**src/rtl/mem_arb_pkg.sv**
```systemverilog
// Shared types for the line-granular memory arbiter: FSM states, request record, pointer type.
package mem_arb_pkg;

    localparam int NUM_REQ_DEF = 3;
    localparam int ADDR_W_DEF  = 32;
    localparam int LINE_W_DEF  = 256;
    localparam int PTR_W_DEF   = $clog2(NUM_REQ_DEF);

    typedef enum logic [1:0] {
        IDLE  = 2'd0,
        ISSUE = 2'd1,
        WAIT  = 2'd2,
        RESP  = 2'd3
    } arb_state_e;

    typedef struct packed {
        logic                  we;
        logic [ADDR_W_DEF-1:0] addr;
        logic [LINE_W_DEF-1:0] wdata;
    } mem_req_t;

    typedef logic [PTR_W_DEF-1:0] ptr_t;

    // A disabled watchdog still gets a 1-bit counter so no zero-width vectors appear.
    function automatic int wdog_width(input int timeout);
        return (timeout == 0) ? 1 : $clog2(timeout + 1);
    endfunction

endpackage

```
**src/rtl/rr_picker.sv**
```systemverilog
// Purpose: pick one requester, round-robin from ptr with wrap or fixed priority (index 0 highest).
// Latency: purely combinational.
// Backpressure: none; grant is zero when no valid is set.
module rr_picker
    import mem_arb_pkg::*;
#(
    parameter int NUM_REQ = 3,
    parameter int RR_MODE = 1
) (
    input  logic [NUM_REQ-1:0]         valid,
    input  logic [$clog2(NUM_REQ)-1:0] ptr,
    output logic [NUM_REQ-1:0]         grant,
    output logic [$clog2(NUM_REQ)-1:0] idx
);

    localparam int PTR_W = $clog2(NUM_REQ);

    logic [PTR_W:0] pos;
    logic           found;

    always_comb begin
        grant = '0;
        idx   = '0;
        found = 1'b0;
        pos   = '0;
        for (int k = 0; k < NUM_REQ; k++) begin
            // ptr is always below NUM_REQ, so one subtraction performs the wrap
            pos = (RR_MODE != 0) ? ({1'b0, ptr} + (PTR_W+1)'(k)) : (PTR_W+1)'(k);
            if (pos >= (PTR_W+1)'(NUM_REQ)) begin
                pos = pos - (PTR_W+1)'(NUM_REQ);
            end
            if (!found && valid[pos[PTR_W-1:0]]) begin
                found                  = 1'b1;
                grant[pos[PTR_W-1:0]] = 1'b1;
                idx                    = pos[PTR_W-1:0];
            end
        end
    end

endmodule

```
**src/rtl/mem_arbiter.sv**
```systemverilog
// Purpose: blocking arbiter giving NUM_REQ cache requesters one-at-a-time access to a line memory port.
// Latency: grant at T, mem request T+1, response to owner one cycle after mem_resp_valid, regrant T+4 minimum.
// Backpressure: holds mem_req_valid until mem_req_ready; no grants while a transaction is in flight.
module mem_arbiter
    import mem_arb_pkg::*;
#(
    parameter int NUM_REQ = 3,
    parameter int ADDR_W  = 32,
    parameter int LINE_W  = 256,
    parameter int RR_MODE = 1,
    parameter int TIMEOUT = 1023
) (
    input  logic                      clk,
    input  logic                      rst,
    input  logic [NUM_REQ-1:0]        req_valid,
    output logic [NUM_REQ-1:0]        req_ready,
    input  logic [NUM_REQ-1:0]        req_we,
    input  logic [NUM_REQ*ADDR_W-1:0] req_addr,
    input  logic [NUM_REQ*LINE_W-1:0] req_wdata,
    output logic [NUM_REQ-1:0]        resp_valid,
    output logic                      resp_err,
    output logic [LINE_W-1:0]         resp_rdata,
    output logic                      mem_req_valid,
    input  logic                      mem_req_ready,
    output logic                      mem_we,
    output logic [ADDR_W-1:0]         mem_addr,
    output logic [LINE_W-1:0]         mem_wdata,
    input  logic                      mem_resp_valid,
    input  logic [LINE_W-1:0]         mem_rdata
);

    localparam int               PTR_W    = $clog2(NUM_REQ);
    localparam int               CNT_W    = wdog_width(TIMEOUT);
    localparam logic [CNT_W-1:0] CNT_MAX  = '1;
    localparam logic [CNT_W-1:0] TO_VAL   = CNT_W'(TIMEOUT);
    localparam logic [PTR_W-1:0] LAST_IDX = PTR_W'(NUM_REQ - 1);

    arb_state_e         state;
    logic [PTR_W-1:0]   ptr;
    logic [PTR_W-1:0]   own_idx;
    logic [NUM_REQ-1:0] own_oh;
    logic [CNT_W-1:0]   wdog;
    logic               wdog_fire;

    logic               cap_we;
    logic [ADDR_W-1:0]  cap_addr;
    logic [LINE_W-1:0]  cap_wdata;
    logic               mem_req_valid_q;
    logic [NUM_REQ-1:0] resp_valid_q;
    logic               resp_err_q;
    logic [LINE_W-1:0]  resp_rdata_q;

    logic [NUM_REQ-1:0] pick_oh;
    logic [PTR_W-1:0]   pick_idx;

    rr_picker #(
        .NUM_REQ (NUM_REQ),
        .RR_MODE (RR_MODE)
    ) u_picker (
        .valid (req_valid),
        .ptr   (ptr),
        .grant (pick_oh),
        .idx   (pick_idx)
    );

    // Ready only depends on req_valid and registered state, never on mem_* inputs.
    assign req_ready = ((state == IDLE) && !rst) ? pick_oh : '0;
    assign wdog_fire = (TIMEOUT != 0) && (wdog == TO_VAL);

    assign mem_req_valid = mem_req_valid_q;
    assign mem_we        = cap_we;
    assign mem_addr      = cap_addr;
    assign mem_wdata     = cap_wdata;
    assign resp_valid    = resp_valid_q;
    assign resp_err      = resp_err_q;
    assign resp_rdata    = resp_rdata_q;

    always_ff @(posedge clk or posedge rst) begin
        if (rst) begin
            state           <= IDLE;
            ptr             <= '0;
            own_idx         <= '0;
            own_oh          <= '0;
            wdog            <= '0;
            cap_we          <= 1'b0;
            cap_addr        <= '0;
            cap_wdata       <= '0;
            mem_req_valid_q <= 1'b0;
            resp_valid_q    <= '0;
            resp_err_q      <= 1'b0;
            resp_rdata_q    <= '0;
        end else begin
            case (state)
                IDLE: begin
                    if (|req_valid) begin
                        cap_we          <= req_we[pick_idx];
                        cap_addr        <= req_addr[pick_idx*ADDR_W +: ADDR_W];
                        cap_wdata       <= req_wdata[pick_idx*LINE_W +: LINE_W];
                        own_idx         <= pick_idx;
                        own_oh          <= pick_oh;
                        mem_req_valid_q <= 1'b1;
                        state           <= ISSUE;
                    end
                end
                ISSUE: begin
                    if (mem_req_ready) begin
                        mem_req_valid_q <= 1'b0;
                        wdog            <= '0;
                        state           <= WAIT;
                    end
                end
                WAIT: begin
                    // A real response wins over a watchdog expiry in the same cycle.
                    if (mem_resp_valid) begin
                        resp_rdata_q <= mem_rdata;
                        resp_err_q   <= 1'b0;
                        resp_valid_q <= own_oh;
                        state        <= RESP;
                    end else if (wdog_fire) begin
                        resp_rdata_q <= '0;
                        resp_err_q   <= 1'b1;
                        resp_valid_q <= own_oh;
                        state        <= RESP;
                    end else if (wdog != CNT_MAX) begin
                        wdog <= wdog + 1'b1;
                    end
                end
                RESP: begin
                    resp_valid_q <= '0;
                    if (RR_MODE != 0) begin
                        ptr <= (own_idx == LAST_IDX) ? '0 : own_idx + 1'b1;
                    end
                    state <= IDLE;
                end
                default: state <= IDLE;
            endcase
        end
    end

endmodule

```
**config.mk**
```make
export PLATFORM = sky130hd
export DESIGN_NAME = mem_arbiter
export DESIGN_NICKNAME = d
export VERILOG_FILES = /design/src/rtl/mem_arb_pkg.sv /design/src/rtl/rr_picker.sv /design/src/rtl/mem_arbiter.sv
export SDC_FILE = /design/constraint.sdc
export NUM_CORES = 1
export LEC_CHECK = 0
export CAP_MARGIN = 20
export CORE_AREA = 2 2 663 665
export DETAILED_ROUTE_END_ITERATION = 12
export DIE_AREA = 0 0 665 667
export PLACE_DENSITY = 0.3
export SLEW_MARGIN = 20
export SYNTH_ARGS = -nofsm -noshare
export SYNTH_HDL_FRONTEND = slang
export SYNTH_HIERARCHICAL = 1
export SYNTH_SLANG_ARGS = --single-unit
```
**constraint.sdc**
```tcl
create_clock -name clk -period 20.8 [get_ports clk]
set_clock_uncertainty 0.15 [all_clocks]
set_input_delay 4.16 -clock clk [delete_from_list [all_inputs] [get_ports clk]]
set_output_delay 4.16 -clock clk [all_outputs]
set_load 0.01 [all_outputs]
```
==> impl_metrics.py, run 1 <==
metrics = {
    "status": {
        "result_of_the_run": "complete, no violations",
    },
    "yosys": {
        "synthesized_netlist_net_count": 3782,
        "dominantRegCellSynth": "sky130_fd_sc_hd__dfrtp_1",
        "cell_area_after_synthesis_mm2": 0.02659,
        "synth_area_leader_cell": "sky130_fd_sc_hd__dfrtp_1",
        "synth_largest_type_area_fraction_pct": 53.55,
        "post_synth_edffs": 0,
        "syn_area_per_cell_um2": 10.07,
        "post_synth_main_area_contributors": "sky130_fd_sc_hd__dfrtp_1, sky130_fd_sc_hd__mux2i_1, sky130_fd_sc_hd__a22o_1",
        "share_of_synthesized_flip_flops_with_an_asynchronous_set_or_reset_pct": 100.0,
        "postSynthRegisterBits": 569,
        "sequential_share_of_the_synthesized_area_pct": 53.55,
        "syn-instance-count": 2642,
        "synth.lib_cells_used.distinct": 50,
        "ys.warnings.count": 6,
    },
    "timing": {
        "fin_crit_sh_pct": 53.06,
        "maxClockFrequency_mhz": 90.60,
        "hold_violations": 0,
        "setup_tns_ps": 0,
        "final_critical_path_time_including_i_o_delays_and_setup_ps": 11040,
        "worst-slew-pin-transition_ps": 1346,
        "layout_setup_ws_ps": 9763,
        "worst_slew_margin_rel_pct": 10.26,
        "rsz0062_at_grt": "false",
        "fin_worst_hold_slack_ps": 324.9,
        "timing.final.setup_violations": 0,
        "finalMaxSlewViolations": 0,
    },
    "clocking": {
        "cts_htree_levels": 3,
        "ctsLongestPathBuffers": 4,
        "postCtsResizedCells": 0,
        "post_cts_buffers": 0,
        "cts-root-buf": "sky130_fd_sc_hd__clkbuf_16",
        "ctsHoldBuffers": 0,
        "insertion_delay_ps": 800,
        "clk_transition_reported_paths_ps": 50,
        "tritoncts_num_sinks": 569,
        "numCtsBuffers": 95,
        "cts_tree": "yes",
    },
    "routing": {
        "avgViaCountPerCell": 2.868,
        "wl_per_cell_um": 31.17,
        "met2RoutedLength_um": 167200,
        "met3RoutedLength_um": 24780,
        "antenna_left": 0,
        "route.top_layer_used": "met5",
        "drt_pre_antenna_iters": 5,
        "routedLengthMet1_um": 109800,
        "drtIter0Drc": 1683,
        "vias": 29190,
        "routed_wl_um": 317300,
        "remaining_drc_errors": 0,
    },
    "worst_setup_path": {
        "critical_path_peak_fanout": 7,
        "worstPathRequired_ps": 16490,
        "worst-endpoint-arrival_ps": 6730,
        "setup.worst_path.end_class": "primary output",
        "cp-start-kind": "input pin",
        "worst-setup-path-type": "in2out",
    },
    "pwr": {
        "ir_drop_worst_vdd_uv": 97.26,
        "power.leakage_nw": 20.51,
        "power_density_mw_per_mm2": 156.5,
    },
    "die": {
        "floorplan.initialDensity_pct": 6.091,
        "fp.dieH_um": 667,
        "placement_row_count": 243,
        "dieArea_mm2": 0.4436,
        "core_mm2": 0.4366,
        "num_ports": 1683,
        "die_x_um": 665,
    },
    "placement": {
        "port-buffer-count": 1682,
        "post_dp_hpwl_um": 271900,
        "final_weighted_congestion_in_routability_driven_placement": 1.088,
        "placement.setup.worst_slack_ps": 9591,
        "placed_insts": 9907,
    },
    "global_routing": {
        "grtUsageTotal_pct": 13.75,
        "first_global_vias": 30080,
        "grt_overflow": 0,
        "grt_start_max_net_pins": 167,
        "grt_antenna_before_repair": 282,
        "grt_first_pass_wirelength_um": 388500,
    },
    "min_path": {
        "min_path_type": "reg2reg",
    },
    "cells_and_area": {
        "layout.cells.most_common_list": "sky130_fd_sc_hd__clkdlybuf4s50_1, sky130_fd_sc_hd__dfrtp_1, sky130_fd_sc_hd__nand2_1, sky130_fd_sc_hd__nor2_1",
        "final_core_utilization_pct": 12.29,
        "final_common_cell": "sky130_fd_sc_hd__clkdlybuf4s50_1",
        "drive_gt1_share_pct": 5.509,
        "num-fill-cells": 49790,
        "finalNonFillerCells": 10180,
        "synthToLayoutAreaGrowth_pct": 101.8,
        "net_count_final": 5388,
    },
    "job": {
        "maxCapViolations": 0,
    },
}
## metal layers
metal | vias up | global-route usage (%)
met5 | - | 0
met3 | 614 | 4.904
met1 | 14300 | 13.75
li1 | 12740 | -
met2 | 1400 | 25.95
met4 | 138 | 4.951
## final timing paths
check | startpoint | to | slack, ps | cells after the start
min in group asynchronous | rst | resp_rdata[194] | 3670 | 2
worst min-delay path | mem_wdata[122] | mem_wdata[122] | 320 | 2
worst max-delay path | req_valid[2] | req_ready[1] | 9760 | 7
worst max register to register | ptr[1] | mem_wdata[65] | 15040 | 14
max in group asynchronous | rst | mem_wdata[182] | 13920 | 5
worst min register to register | mem_wdata[122] | mem_wdata[122] | 320 | 2
## where the power goes
| group | leakage [nW] | internal [mW] | switching (mW) |
|---|---|---|---|
| registers | 7.15 | 1.62 | 0.360 |
| logic | 11.7 | 1.88 | 2.79 |
| clock network | 1.62 | 1.07 | 0.683 |
| total | 20.5 | 4.57 | 3.83 |
## cell usage after synthesis, types with 3 or more instances
| cell type | count |
|---|---|
| sky130_fd_sc_hd__and2_1 | 5 |
| sky130_fd_sc_hd__inv_1 | 10 |
| sky130_fd_sc_hd__buf_6 | 28 |
| sky130_fd_sc_hd__mux2_2 | 7 |
| sky130_fd_sc_hd__a21oi_1 | 296 |
| sky130_fd_sc_hd__ha_1 | 10 |
| sky130_fd_sc_hd__nor2b_1 | 3 |
| sky130_fd_sc_hd__nand2_1 | 306 |
| sky130_fd_sc_hd__mux2i_1 | 292 |
| sky130_fd_sc_hd__nor2_1 | 298 |
| sky130_fd_sc_hd__dfrtp_1 | 569 |
| sky130_fd_sc_hd__nor3_1 | 7 |
| sky130_fd_sc_hd__clkbuf_1 | 120 |
| sky130_fd_sc_hd__nand2b_1 | 3 |
| sky130_fd_sc_hd__buf_2 | 72 |
| sky130_fd_sc_hd__buf_1 | 5 |
| sky130_fd_sc_hd__nand3_1 | 6 |
| sky130_fd_sc_hd__a31oi_1 | 7 |
| sky130_fd_sc_hd__nand4_1 | 3 |
| sky130_fd_sc_hd__o21ai_0 | 295 |
| sky130_fd_sc_hd__a22o_1 | 259 |
## registers in the layout, indices dropped and copies added, names as in the netlist
name and count:
mem_addr 32, resp_rdata 256, state 2, own_oh 3
resp_valid 3, wdog 10, own_idx 2, mem_wdata 256
mem_req_valid 1, mem_we 1, resp_err 1, ptr 2
## stage by stage
step	power [mW]	area [um^2]
5_1_grt	8.949	53560
3_3_place_gp	6.871	50050
3_5_place_dp	6.856	50050
2_1_floorplan	3.930	26590
6_report	8.398	53650
4_1_cts	8.717	53370
## critical path: stages
cell	delay (ps)
sky130_fd_sc_hd__clkdlybuf4s50_1	530
sky130_fd_sc_hd__mux2i_1	280
sky130_fd_sc_hd__a32o_1	210
sky130_fd_sc_hd__a2bb2oi_1	110
sky130_fd_sc_hd__nor2_1	180
sky130_fd_sc_hd__and2_1	310
sky130_fd_sc_hd__clkdlybuf4s50_1	920
## cells by family (layout without fill, tap and decap cells)
family | count (synthesis) | count (layout) | synth area share, %
adder cells (fa/ha/maj) | 10 | 10 | 0.4705
flip-flops | 569 | 569 | 53.55
other | 0 | 102 | 0
AO/OA/AOI/OAI | 883 | 883 | 20.69
AND/OR/NAND/NOR | 645 | 645 | 9.547
multiplexers | 299 | 299 | 11.29
buffers and inverters | 236 | 1914 | 4.461
## final cells by class
class,instances,area (um^2),area share [%]
clock inverters,38,534.3,0.9958
clock buffers,131,2785,5.191
diodes,102,255.2,0.4757
multi-input cells,1837,11240,20.95
inverters,11,48.80,0.09095
well taps,5757,7203,13.43
repair buffers,1734,17340,32.33
flip-flops and latches,569,14240,26.54
Power figures use the tool's default switching activity.
==> inputs of run 2 (changes only) <==
- clock period: 20.8 -> 9.6 ns (I/O delays scaled with it)
==> run 2 against run 1 <==
First-iteration DRC count decreased by 2.2%. Count of clock-buffer cells in the layout grew 11. Sequential share of layout area about the same. Largest cell class unchanged. Setup slack got worse by 7000 ps. Hold slack is essentially flat. Non-clock buffer count is 4 lower. Cell count barely moved.
==> impl_metrics.py, run 2 (synthesis results as in run 1) <==
metrics = {
    "clocking": {
        "insertion_delay_ps": 830,
        "cts_htree_levels": 3,
        "postCtsResizedCells": 0,
        "tritoncts_num_sinks": 569,
        "clk_transition_reported_paths_ps": 50,
        "ctsHoldBuffers": 0,
        "cts-root-buf": "sky130_fd_sc_hd__clkbuf_16",
        "ctsLongestPathBuffers": 4,
        "numCtsBuffers": 102,
        "post_cts_buffers": 0,
        "cts_tree": "yes",
    },
    "routing": {
        "remaining_drc_errors": 0,
        "wl_per_cell_um": 31.41,
        "drt_pre_antenna_iters": 5,
        "drtIter0Drc": 1646,
        "antenna_left": 0,
        "vias": 29250,
        "avgViaCountPerCell": 2.874,
        "routed_wl_um": 319500,
    },
    "timing": {
        "worst-slew-pin-transition_ps": 1183,
        "layout_setup_ws_ps": 2785,
        "fin_worst_hold_slack_ps": 324.6,
        "final_critical_path_time_including_i_o_delays_and_setup_ps": 6815,
        "rsz0062_at_grt": "false",
        "finalMaxSlewViolations": 0,
        "fin_crit_sh_pct": 70.99,
        "maxClockFrequency_mhz": 146.7,
        "hold_violations": 0,
        "timing.final.setup_violations": 0,
        "worst_slew_margin_rel_pct": 21.11,
    },
    "global_routing": {
        "first_global_vias": 29900,
        "grt_first_pass_wirelength_um": 390000,
        "grt_overflow": 0,
        "grt_antenna_before_repair": 314,
        "grtUsageTotal_pct": 13.87,
        "grt_start_max_net_pins": 181,
    },
    "worst_setup_path": {
        "worst-endpoint-arrival_ps": 4750,
        "cp-start-kind": "input pin",
        "worst_path_max_delay_cell": "sky130_fd_sc_hd__clkdlybuf4s50_1",
        "timing.critical_path.slowest_cell_delay_ps": 980,
        "cp_cell_sequence": "clkdlybuf4s50_1, nand2_1, o22ai_1, a21oi_1, o22ai_1, and2_1, clkdlybuf4s50_1",
        "worst-setup-path-type": "in2out",
        "timing.critical_path.buf_inv": 2,
        "setup.worst_path.end_class": "primary output",
        "critical-path-top-delay-family": "buffers and inverters",
        "critical_path_peak_fanout": 7,
        "worstPathRequired_ps": 7530,
    },
    "placement": {
        "post_dp_hpwl_um": 272700,
        "final_weighted_congestion_in_routability_driven_placement": 1.040,
        "port-buffer-count": 1682,
        "placed_insts": 9902,
        "placement.setup.worst_slack_ps": 2630,
    },
    "cells_and_area": {
        "layout.cells.most_common_list": "sky130_fd_sc_hd__clkdlybuf4s50_1, sky130_fd_sc_hd__dfrtp_1, sky130_fd_sc_hd__nand2_1, sky130_fd_sc_hd__nor2_1",
        "net_count_final": 5391,
        "synthToLayoutAreaGrowth_pct": 102.0,
        "final_common_cell": "sky130_fd_sc_hd__clkdlybuf4s50_1",
        "num-fill-cells": 49780,
        "finalNonFillerCells": 10170,
        "drive_gt1_share_pct": 5.431,
    },
    "die": {
        "num_ports": 1683,
        "dieArea_mm2": 0.4436,
        "core_mm2": 0.4366,
        "fp.dieH_um": 667,
        "placement_row_count": 243,
        "die_x_um": 665,
        "floorplan.initialDensity_pct": 6.091,
    },
    "status": {
        "result_of_the_run": "complete, no violations",
    },
    "pwr": {
        "ir_drop_worst_vdd_uv": 241.3,
        "total_power_mw": 18.21,
        "power.leakage_nw": 20.55,
        "power_density_mw_per_mm2": 339.2,
    },
    "min_path": {
        "min_path_type": "reg2reg",
    },
    "job": {
        "maxCapViolations": 0,
    },
}
[run 2: cell count changes in the layout (fill, tap and decap cells not counted), moves of 2 or more]
cell | previous run | this run
sky130_fd_sc_hd__clkbuf_8 | 23 | 21
sky130_fd_sc_hd__clkbuf_16 | 97 | 103
sky130_fd_sc_hd__clkinv_2 | 14 | 17
sky130_fd_sc_hd__buf_4 | 44 | 33
sky130_fd_sc_hd__buf_12 | 8 | 13
sky130_fd_sc_hd__bufinv_16 | 11 | 8
sky130_fd_sc_hd__inv_6 | 2 | 6
sky130_fd_sc_hd__clkbuf_1 | 11 | 18
sky130_fd_sc_hd__diode_2 | 102 | 90
[run 2: power breakdown]
group	leakage [nW]	internal (mW)	total, mW	switching [mW]
clock	1.66	2.33	3.87	1.54
combinational	11.7	4.07	10.1	6.08
sequential	7.15	3.52	4.20	0.680
total	20.5	9.92	18.2	8.29
[run 2: worst paths after layout]
path,start,to,slack [ps],depth (start not counted)
max,req_valid[2],req_ready[0],2780,7
min,mem_addr[26],mem_addr[26],320,2
max reg2reg,ptr[1],mem_wdata[71],4430,13
min reg2reg,mem_addr[26],mem_addr[26],320,2
max in group asynchronous,rst,mem_wdata[153],6020,4
min in group asynchronous,rst,resp_rdata[234],1400,2
[run 2: cell type report]
| cell class | instances | area (um^2) | share of cell area (%) |
|---|---|---|---|
| Timing Repair Buffer | 1730 | 17400 | 32.40 |
| Sequential cell | 569 | 14240 | 26.51 |
| Multi-Input combinational cell | 1837 | 11230 | 20.90 |
| Tap cell | 5757 | 7203 | 13.41 |
| Clock buffer | 142 | 2934 | 5.463 |
| Clock inverter | 38 | 432.9 | 0.8061 |
| Antenna cell | 90 | 225.2 | 0.4194 |
| Inverter | 11 | 45.04 | 0.08387 |
[run 2: layer usage]
metal	routed length, um	GRT usage, %	vias to the layer above
met5	1079	0	-
met4	11770	3.896	160
met3	25830	5.295	627
met2	171900	26.72	1407
met1	109000	13.62	14330
li1	-	-	12720
[run 2: stage by stage]
| step | util [%] | TNS, ps | cell area, um^2 |
|---|---|---|---|
| 3_5_place_dp | 11.47 | 0 | 50060 |
| 3_3_place_gp | 11.46 | 0 | 50050 |
| 4_1_cts | 12.24 | 0 | 53430 |
| 2_1_floorplan | - | -124960 | 26600 |
| 5_1_grt | 12.27 | 0 | 53590 |
| 6_report | 12.30 | 0 | 53710 |
[run 2: worst reg2reg max path, cell delays in order, from the launching register on]
cell and delay [ps]:
sky130_fd_sc_hd__dfrtp_1 410, sky130_fd_sc_hd__inv_1 90, sky130_fd_sc_hd__ha_1 330, sky130_fd_sc_hd__mux2i_1 140, sky130_fd_sc_hd__o22ai_1 430, sky130_fd_sc_hd__a311oi_1 160
sky130_fd_sc_hd__a21oi_4 690, sky130_fd_sc_hd__buf_4 480, sky130_fd_sc_hd__buf_12 270, sky130_fd_sc_hd__buf_16 440, sky130_fd_sc_hd__mux2i_1 1110, sky130_fd_sc_hd__nor2_1 110
sky130_fd_sc_hd__a21oi_1 150, sky130_fd_sc_hd__o21ai_0 90
